[config.mk]
export PLATFORM = sky130hd
export DESIGN_NAME = instr_fetch_decode_flat
export DESIGN_NICKNAME = d
export VERILOG_FILES = /design/src/rtl/instr_fetch_decode_if.sv /design/src/rtl/instr_fetch_decode.sv /design/src/flat_wrapper.sv
export SDC_FILE = /design/constraint.sdc
export NUM_CORES = 1
export LEC_CHECK = 0
export BUFFER_PORTS_ARGS = -buffer_cell sky130_fd_sc_hd__buf_2
export CELL_PAD_IN_SITES_DETAIL_PLACEMENT = 0
export CELL_PAD_IN_SITES_GLOBAL_PLACEMENT = 1
export CORE_AREA = 5 5 78 133
export DETAILED_ROUTE_END_ITERATION = 10
export DIE_AREA = 0 0 83 138
export PLACE_DENSITY = 0.76
export SYNTH_ARGS = -nofsm -noshare
export SYNTH_HDL_FRONTEND = slang
export SYNTH_SLANG_ARGS = --single-unit
[constraint.sdc]
create_clock -name Clk -period 2.6 [get_ports Clk]
set_clock_uncertainty 0.2 [all_clocks]
set_input_delay 0.13 -clock Clk [delete_from_list [all_inputs] [get_ports Clk]]
set_output_delay 0.13 -clock Clk [all_outputs]
set_load 0.03 [all_outputs]
[src/rtl/instr_fetch_decode_if.sv]
// Program-RAM read bus and decoded-instruction handshake for instr_fetch_decode.
// The master modport is the fetch/decode block; slave is the RAM/consumer side.
interface instr_fetch_decode_if #(
  parameter int unsigned ADDR_W = 16,
  parameter int unsigned DATA_W = 32
);
  logic              Start;
  logic              Enable;
  logic              RW;
  logic [ADDR_W-1:0] Address;
  logic [DATA_W-1:0] Mem_data;
  logic              Instr_valid;
  logic              Instr_ready;
  logic              Branch_en;
  logic [ADDR_W-1:0] Branch_addr;
  logic [31:0]       Instruction;
  logic [3:0]        Cond;
  logic [3:0]        OpCode;
  logic              S;
  logic [3:0]        destination;
  logic [3:0]        source_2;
  logic [3:0]        source_1;
  logic [4:0]        IV;
  logic [ADDR_W-1:0] pc;
  logic              Done;

  modport master (
    input  Start, Mem_data, Instr_ready, Branch_en, Branch_addr,
    output Enable, RW, Address, Instr_valid, Instruction, Cond, OpCode, S,
           destination, source_2, source_1, IV, pc, Done
  );

  modport slave (
    output Start, Mem_data, Instr_ready, Branch_en, Branch_addr,
    input  Enable, RW, Address, Instr_valid, Instruction, Cond, OpCode, S,
           destination, source_2, source_1, IV, pc, Done
  );
endinterface

[src/rtl/instr_fetch_decode.sv]
// Sequential program-RAM reader: fetches BASE_ADDR..LAST_ADDR, splits each word
// into instruction fields and hands it over valid/ready, with optional branch.
module instr_fetch_decode #(
  parameter int unsigned       ADDR_W      = 16,
  parameter int unsigned       DATA_W      = 32,
  parameter int unsigned       RAM_LATENCY = 1,
  parameter logic [ADDR_W-1:0] BASE_ADDR   = ADDR_W'(0),
  parameter logic [ADDR_W-1:0] LAST_ADDR   = ADDR_W'(9)
) (
  input  logic                 Clk,
  input  logic                 Reset,
  instr_fetch_decode_if.master bus
);
  localparam int unsigned       INSTR_W  = 32;
  localparam int unsigned       CNT_W    = (RAM_LATENCY > 1) ? $clog2(RAM_LATENCY) : 1;
  localparam logic [CNT_W-1:0]  CNT_LAST = CNT_W'(RAM_LATENCY - 1);

  typedef enum logic [2:0] {
    S_IDLE,
    S_REQ,
    S_WAIT,
    S_VALID,
    S_DONE
  } state_t;

  state_t              state_q, state_d;
  logic [ADDR_W-1:0]   pc_q, pc_d;
  logic [ADDR_W-1:0]   address_q, address_d;
  logic [INSTR_W-1:0]  instr_q, instr_d;
  logic [CNT_W-1:0]    cnt_q, cnt_d;
  logic                enable_q, enable_d;
  logic                valid_q, valid_d;
  logic                done_q, done_d;

  // Next state; cnt counts edges since entering REQ so capture lands on the
  // RAM_LATENCY-th one (REQ exits straight to VALID when the latency is 1).
  always_comb begin
    state_d = state_q;
    pc_d    = pc_q;
    instr_d = instr_q;
    cnt_d   = cnt_q;
    valid_d = valid_q;
    done_d  = done_q;

    unique case (state_q)
      S_IDLE, S_DONE: begin
        if (bus.Start) begin
          pc_d    = BASE_ADDR;
          done_d  = 1'b0;
          cnt_d   = '0;
          state_d = S_REQ;
        end
      end
      S_REQ, S_WAIT: begin
        if (cnt_q == CNT_LAST) begin
          instr_d = INSTR_W'(bus.Mem_data);
          valid_d = 1'b1;
          state_d = S_VALID;
        end else begin
          cnt_d   = cnt_q + CNT_W'(1);
          state_d = S_WAIT;
        end
      end
      S_VALID: begin
        if (bus.Instr_ready) begin
          valid_d = 1'b0;
          // End-of-program test uses the current pc, so wrap cannot cause runaway fetches.
          if ((pc_q >= LAST_ADDR) && !bus.Branch_en) begin
            done_d  = 1'b1;
            state_d = S_DONE;
          end else begin
            pc_d    = bus.Branch_en ? bus.Branch_addr : pc_q + ADDR_W'(1);
            cnt_d   = '0;
            state_d = S_REQ;
          end
        end
      end
      default: state_d = S_IDLE;
    endcase

    enable_d  = (state_d == S_REQ);
    address_d = enable_d ? pc_d : '0;
  end

  always_ff @(posedge Clk or posedge Reset) begin
    if (Reset) begin
      state_q   <= S_IDLE;
      pc_q      <= BASE_ADDR;
      address_q <= '0;
      instr_q   <= '0;
      cnt_q     <= '0;
      enable_q  <= 1'b0;
      valid_q   <= 1'b0;
      done_q    <= 1'b0;
    end else begin
      state_q   <= state_d;
      pc_q      <= pc_d;
      address_q <= address_d;
      instr_q   <= instr_d;
      cnt_q     <= cnt_d;
      enable_q  <= enable_d;
      valid_q   <= valid_d;
      done_q    <= done_d;
    end
  end

  assign bus.Enable      = enable_q;
  assign bus.RW          = enable_q;
  assign bus.Address     = address_q;
  assign bus.Instr_valid = valid_q;
  assign bus.Done        = done_q;
  assign bus.pc          = pc_q;
  assign bus.Instruction = instr_q;

  // Field map of the held instruction word.
  assign bus.Cond        = instr_q[31:28];
  assign bus.OpCode      = instr_q[27:24];
  assign bus.S           = instr_q[23];
  assign bus.destination = instr_q[22:19];
  assign bus.source_2    = instr_q[18:15];
  assign bus.source_1    = instr_q[14:11];
  assign bus.IV          = instr_q[10:6];
endmodule

[src/flat_wrapper.sv]
// flat-port wrapper written by rule: the top's interface ports become plain ports
module instr_fetch_decode_flat 
#(
  parameter int unsigned       ADDR_W      = 16,
  parameter int unsigned       DATA_W      = 32,
  parameter int unsigned       RAM_LATENCY = 1,
  parameter logic [ADDR_W-1:0] BASE_ADDR   = ADDR_W'(0),
  parameter logic [ADDR_W-1:0] LAST_ADDR   = ADDR_W'(9)
)
  (Clk, Reset, bus_Start, bus_Mem_data, bus_Instr_ready, bus_Branch_en, bus_Branch_addr, bus_Enable, bus_RW, bus_Address, bus_Instr_valid, bus_Instruction, bus_Cond, bus_OpCode, bus_S, bus_destination, bus_source_2, bus_source_1, bus_IV, bus_pc, bus_Done);
  instr_fetch_decode_if #(.ADDR_W(ADDR_W), .DATA_W(DATA_W)) bus_i ();
  input  logic Clk;
  input  logic Reset;
  input wire logic [$bits(bus_i.Start)-1:0] bus_Start;
  input wire logic [$bits(bus_i.Mem_data)-1:0] bus_Mem_data;
  input wire logic [$bits(bus_i.Instr_ready)-1:0] bus_Instr_ready;
  input wire logic [$bits(bus_i.Branch_en)-1:0] bus_Branch_en;
  input wire logic [$bits(bus_i.Branch_addr)-1:0] bus_Branch_addr;
  output wire logic [$bits(bus_i.Enable)-1:0] bus_Enable;
  output wire logic [$bits(bus_i.RW)-1:0] bus_RW;
  output wire logic [$bits(bus_i.Address)-1:0] bus_Address;
  output wire logic [$bits(bus_i.Instr_valid)-1:0] bus_Instr_valid;
  output wire logic [$bits(bus_i.Instruction)-1:0] bus_Instruction;
  output wire logic [$bits(bus_i.Cond)-1:0] bus_Cond;
  output wire logic [$bits(bus_i.OpCode)-1:0] bus_OpCode;
  output wire logic [$bits(bus_i.S)-1:0] bus_S;
  output wire logic [$bits(bus_i.destination)-1:0] bus_destination;
  output wire logic [$bits(bus_i.source_2)-1:0] bus_source_2;
  output wire logic [$bits(bus_i.source_1)-1:0] bus_source_1;
  output wire logic [$bits(bus_i.IV)-1:0] bus_IV;
  output wire logic [$bits(bus_i.pc)-1:0] bus_pc;
  output wire logic [$bits(bus_i.Done)-1:0] bus_Done;
  assign bus_i.Start = bus_Start;
  assign bus_i.Mem_data = bus_Mem_data;
  assign bus_i.Instr_ready = bus_Instr_ready;
  assign bus_i.Branch_en = bus_Branch_en;
  assign bus_i.Branch_addr = bus_Branch_addr;
  assign bus_Enable = bus_i.Enable;
  assign bus_RW = bus_i.RW;
  assign bus_Address = bus_i.Address;
  assign bus_Instr_valid = bus_i.Instr_valid;
  assign bus_Instruction = bus_i.Instruction;
  assign bus_Cond = bus_i.Cond;
  assign bus_OpCode = bus_i.OpCode;
  assign bus_S = bus_i.S;
  assign bus_destination = bus_i.destination;
  assign bus_source_2 = bus_i.source_2;
  assign bus_source_1 = bus_i.source_1;
  assign bus_IV = bus_i.IV;
  assign bus_pc = bus_i.pc;
  assign bus_Done = bus_i.Done;
  instr_fetch_decode #(.ADDR_W(ADDR_W), .DATA_W(DATA_W), .RAM_LATENCY(RAM_LATENCY), .BASE_ADDR(BASE_ADDR), .LAST_ADDR(LAST_ADDR)) u_core (.Clk(Clk), .Reset(Reset), .bus(bus_i));
endmodule
# Yosys cells after proc, flatten, opt, wreduce, memory -nomap -nowiden
# Cells that the tools add are included.
[word_totals] reg_bits=71 output_inout_bits=94
[op_classes] magnitude_cmp=1 n_mux=22 bitwise_logic=1 eq_ne=10 addsub=2 n_reduce_logical=12
[ops] cell="2-to-1 mux 16 bit" count=5
[ops] cell="case mux 16 bit (2 select lines)" count=1
[ops] cell="adder 16 x 1 -> 16 bit (second input constant)" count=1
[ops] cell="greater-or-equal comparator 16 x 4 -> 1 bit (second input constant)" count=1
[ops] cell="2-to-1 mux 1 bit" count=9
[ops] cell="2-to-1 mux 3 bit" count=3
[ops] cell="case mux 3 bit (3 select lines)" count=1
[ops] cell="!= test 2 bit (second input constant)" count=4
[ops] cell="AND reduction 4 bit" count=2
[ops] cell="== test 3 x 1 -> 1 bit (second input constant)" count=2
[ops] cell="== test 3 x 2 -> 1 bit (second input constant)" count=2
[ops] cell="case mux 1 bit (2 select lines)" count=2
[ops] cell="nonzero test 2 bit" count=2
[ops] cell="OR reduction 2 bit" count=2
[ops] cell="== test 3 bit (second input constant)" count=1
[ops] cell="logical NOT 3 bit" count=1
[ops] cell="case mux 1 bit (3 select lines)" count=1
[ops] cell="AND reduction 3 bit" count=1
[ops] cell="nonzero test 3 bit" count=1
[ops] cell="!= test 2 x 1 -> 1 bit (second input constant)" count=1
[ops] cell="AND reduction 2 bit" count=1
[ops] cell="adder 1 bit (second input constant)" count=1
[ops] cell="logical AND 1 bit" count=1
[ops] cell="logical NOT 1 bit" count=1
[ops] cell="inverter 1 bit" count=1

# Depth between registers and ports, before layout
[depth] ltp_word=7 mapped_depth=8 depth_no_buf=7

# Worst setup path before layout
# OpenSTA, ideal clock, no wires.
[synth_timing] kind="reg2reg" startpoint="reg u_core.pc_q[1], in the netlist u_core.bus.pc[1]" endpoint="reg u_core.pc_q[10], in the netlist u_core.bus.pc[10]" path_stages_with_launch=9 path_slack_ns=0.226 required_ns=2.282 t_arrival_ns=2.056 period_less_slack_ns=2.374 setup_time_ns=0.118 path_cell_list="dfrtp_1 -> inv_1 -> ha_1 -> or3b_2 -> a21oi_4 -> a21oi_2 -> and2_1 -> buf_6 -> a21o_1"
[synth_via] elab_chain_cells=5 elab_cells_between_ends=7
[synth_lines] item="start: declaration" line="instr_fetch_decode.sv:27" text="logic [ADDR_W-1:0] pc_q, pc_d;"
[synth_lines] item="start signal: assignment" line="instr_fetch_decode.sv:97" text="pc_q <= pc_d;"
[synth_lines] item="adder 16 x 1 -> 16 bit or greater-or-equal comparator 16 x 4 -> 1 bit (tied branches)" line="instr_fetch_decode.sv:72, instr_fetch_decode.sv:68"
[synth_lines] item="2-to-1 mux 16 bit or logical AND 1 bit (tied branches)" line="instr_fetch_decode.sv:72, instr_fetch_decode.sv:68"
[synth_lines] item="2-to-1 mux 16 bit *" line="instr_fetch_decode.sv:68" text="if ((pc_q >= LAST_ADDR) && !bus.Branch_en) begin"
[synth_lines] item="2-to-1 mux 16 bit *" line="instr_fetch_decode.sv:65" text="if (bus.Instr_ready) begin"
[synth_lines] item="case mux 16 bit (2 select lines) *" line="instr_fetch_decode.sv:45" text="unique case (state_q)"
[synth_lines] item="via u_core.pc_d[10]" line="instr_fetch_decode.sv:27"
# Mark *: on every way through the listed nets, which the timed path passes. The rest lies on a longest branch.
# A chain may end at the register's enable or synchronous reset.

# Final worst setup path
[layout_timing] startpoint="reg u_core.pc_q[1], in the netlist u_core.bus.pc[1]" endpoint="reg u_core.pc_q[12], in the netlist u_core.bus.pc[12]"
# Same word-level chain as after synthesis.

==> results list <==
- The run finished with clean final reports.
- Summed over all failing endpoints, the final setup total negative slack is 0 ns.
- After legalization and detailed placement, the total HPWL measured about 6.3 mm.
- Unrepaired setup endpoints after global routing: false
- Cell row count: 46
* Post-route antenna net violation count: 0
- Internal Pwr Total: 3.386 mW
* Min-Delay Path Depth: 2
* First DRT Iteration DRCs: 67
- Headroom to the max-slew limit came out at between 40% and 50%.
- During I/O placement, the number of pins put on the boundary was 147.
- The die is 83 um wide.
- The via count of the first global-routing pass was roughly 2800.
- Wire length of the first global-routing pass: between 10 and 15 mm
* CTS tree: built
* Vias per inst: 4.626
- Peak Freq: 438.0 MHz
* Type of element launching the critical path: register
* Worst stage delay on the critical path: 0.48 ns
- Area of the core region: 9094 um2
- Post-synth EDFFs: 0
- Counting both buffers and inverters, the worst setup path holds a total of 1.
* Critical register-to-register path startpoint: u_core.bus.pc[1]$_DFF_PP0_
* Worst ir drop on vdd: 0.6062 mV
* Number of max-slew violations in the final report: 0
* Worst path arrival time: 2.30 ns
- Dividing the synthesized area by the synthesized cell count gives 12.33 um2.
* Starting Density: 34.18%
* Port Buffers: 146
* Synth cell types: 43
- The synthesized netlist devotes 10.79% of its cell area to simple gates.
* Setup slack of the most critical reg-to-reg path: between 0.3 and 0.4 ns
- Among all stages on the critical path, the largest delay is contributed by sky130_fd_sc_hd__or3b_2.
- The area growth from synthesis to layout is 47.75%.
- The path with the worst hold slack has its endpoint at u_core.bus.Address[5]$_DFF_PP0_.
* Placed Area: 3782 um2
* Ordered list of cells on the worst path: inv_1, ha_1, or3b_2, a21oi_4, a21oi_2, and2_1, a21o_1
- Combinational logic burns between 50% and 60% of the power.
- Cell family with the largest share of critical-path delay: simple AND/OR/NAND/NOR gates
- Clock tree synthesis selected as its root buffer the cell sky130_fd_sc_hd__clkbuf_16.
- Setup violations remaining at the end of the flow were counted as 0.
* Async S/R FF share, synth: 100.0%
- Yosys printed 0 warnings.
- Endpoint of the worst register-to-register path: u_core.bus.pc[12]$_DFF_PP0_
- Most used flip-flop cell after synthesis: sky130_fd_sc_hd__dfrtp_1
* # Post-CTS Setup Buffers: 0
* Antenna diode instance count: 0
- The number of nets handed over by synthesis was a little over 300.
- Synthesis produced a netlist whose cell count is around 250.
- In the routed design, unresolved DRC markers number 0.
* XOR/XNOR Fraction of Synth Area: under 10%
- The mapped netlist covers just over 3000 um2.
- The initial antenna violation count came to 0.
* Num CTS Buffers: 9
- Of the synthesized area, sequential elements account for 56.36%.
* Maximum buffer depth of the clock tree: 2
- Of the total power, the share spent switching nets is 47.22%.
- CTS H-tree depth: 3
- Summed area of non-filler cells in the final layout: 4592 um2
- After clock tree synthesis, the clock-pin slew on the worst setup and hold paths is 0.06 ns.
- For this run, the post-layout net count is 484.
- The tree built by TritonCTS fans out to 70 sinks.
- The worst setup path is captured at a register.
* R2r worst-path depth: 7
- GR Overflow Total: 0
- The analysis attributes to cell leakage a power of 2.318 nW.
* Count of filler cells inserted in the layout: 838
- By area, the combinational part of the netlist is dominated by multiplexers.
- Multiplexer area fraction after synthesis: 12.24%
* Number of violations of the max-capacitance limit: 0
* Final wirelength: between 8 and 9 mm
* Vertical extent of the die: 138 um
* Total number of vias: about 2600
- Class of the most critical hold timing path: input pin to register
* CP required: between 2 and 3 ns
* Share of layout cells above drive strength 1: 42.03%
- Of the available clock period, the critical path in the final layout requires 87.82%.
* Die footprint: 11450 um2
- In this run the power spent charging and discharging nets is 3.029 mW.
* Areal power density over the cells: 1397 nW/um2
- The number of hold violations in the final report came to 0.
- Dividing the detail-routed wire length by the instance count gives 15.65 um.
* Share of the synthesized area in compound gates (AO/OA/AOI/OAI): 9.058%
- By startpoint and endpoint, the worst setup path is classified as register to register.
- In this run the worst path has a maximum fanout of 9.
- For this run, the total global-route usage over all layers was measured as between 10% and 20%.
- Hold Startpoint: bus_Branch_en
- The first detailed-routing pass took 4 iterations.
- Final hold analysis gives a worst-case slack of 0.03648 ns.
- Final RePlAce weighted congestion: 0.7623
- Clock Latency Late Sink: 0.33 ns
* Sequential cell fraction of total power: between 30% and 40%
* Worst slew pin tran: 0.7993 ns
- Post-synthesis adder-cell area fraction: 1.208%
* Maximum number of pins on one net before global-route repair: 39
* Relative contribution of the clock network to total power: 18.8%
- The synthesized design contains 70 register bits.
- Final Critical Period: 2.283 ns
[repair_timing]
| item | 4_1_cts | 5_1_grt |
|---|---|---|
| hold endpoints to repair | 102 | 0 |
| hold buffers | 51 | 0 |
| resized for setup | 0 | 0 |
[sequential cells by signal (all words and copies together) (netlist names)]
register                cells
u_core.bus.Address         16
u_core.state_q              3
u_core.bus.pc              16
u_core.bus.Instr_valid      1
u_core.bus.Done             1
u_core.bus.Enable           1
u_core.bus.Instruction     32
[per-layer routing]
| metal | GRT usage (%) | wire (um) |
|---|---|---|
| met1 | 16.97 | 3266 |
| met5 | 0 | 0 |
| met2 | 27.96 | 4530 |
| met4 | 7.494 | 151 |
| met3 | 4.816 | 709 |
[cell usage after synthesis, drive strengths merged (4+ instances only)]
library cell / number / area share [%]
mux2: 32 / 12
and2: 5 / 1.0
nand3: 4 / 0.64
a21o: 11 / 2.7
buf: 34 / 7.9
nand2: 4 / 0.48
nor3: 5 / 0.97
a21oi: 13 / 2.6
dfrtp: 70 / 56
inv: 7 / 0.85
nor2: 19 / 2.4
nor4: 6 / 1.2
[kinds of logic after synthesis]
logic type,count (synthesis)
and+or+nand+nor,60
DFF,70
adders and majority gates,3
AOI/OAI and AO/OA,37
muxes,34
buffers and inverters,43
xor gates and xnor gates,5
[power groups by stage]
stage | registers [mW] | logic, mW | clock network [mW]
2_1_floorplan | 2.70 | 1.82 | 0
3_3_place_gp | 1.93 | 3.21 | 0
3_5_place_dp | 1.96 | 3.24 | 0
4_1_cts | 1.94 | 3.31 | 1.25
5_1_grt | 2.02 | 3.49 | 1.29
6_report | 1.94 | 3.27 | 1.21
[cell type report]
type,count,area (um2),area share (%)
Sequential cell,70,1752,38.15
Timing Repair Buffer,201,1284,27.96
Multi-Input combinational cell,139,1081,23.54
Clock buffer,9,225.2,4.905
Tap cell,120,150.1,3.270
Clock inverter,7,73.82,1.608
Inverter,7,26.28,0.5722
[worst max path at each step]
stage / start / end / slack [ns] / cells after the start
3_3_place_gp: u_core.bus.pc[1]$_DFF_PP0_ / u_core.bus.pc[9]$_DFF_PP0_ / 0.39 / 7
3_5_place_dp: u_core.bus.pc[1]$_DFF_PP0_ / u_core.bus.pc[12]$_DFF_PP0_ / 0.31 / 7
5_1_grt: u_core.bus.pc[1]$_DFF_PP0_ / u_core.state_q[0]$_DFF_PP0_ / 0.17 / 7
6_report: u_core.bus.pc[1]$_DFF_PP0_ / u_core.bus.pc[12]$_DFF_PP0_ / 0.32 / 7
2_1_floorplan: u_core.bus.pc[1]$_DFF_PP0_ / u_core.bus.pc[10]$_DFF_PP0_ / 0.23 / 8
4_1_cts: u_core.bus.pc[1]$_DFF_PP0_ / u_core.bus.pc[12]$_DFF_PP0_ / 0.30 / 7
[placed cells by master (no fill, tap or decap), types with 5 or more instances in the layout]
cell / synthesis / final
sky130_fd_sc_hd__a21oi_1: 11 / 11
sky130_fd_sc_hd__and2_1: 5 / 5
sky130_fd_sc_hd__buf_2: 6 / 146
sky130_fd_sc_hd__dlygate4sd3_1: 0 / 51
sky130_fd_sc_hd__a21o_1: 11 / 11
sky130_fd_sc_hd__clkbuf_16: 0 / 9
sky130_fd_sc_hd__dfrtp_1: 70 / 70
sky130_fd_sc_hd__nor4_1: 6 / 6
sky130_fd_sc_hd__nor2_1: 18 / 17
sky130_fd_sc_hd__mux2_1: 29 / 29
[per-stage QoR]
step | cells | util [%] | total power [mW] | setup slack (ns)
floorplan | 252 | - | 4.517 | 0.2261
global placement | 486 | 41.59 | 5.141 | 0.3935
detailed placement | 486 | 41.59 | 5.199 | 0.3117
CTS | 553 | 50.50 | 6.495 | 0.3014
global route | 553 | 50.50 | 6.796 | 0.1687
finish | 553 | 50.50 | 6.415 | 0.3167
(Power assumes the default switching activity.)
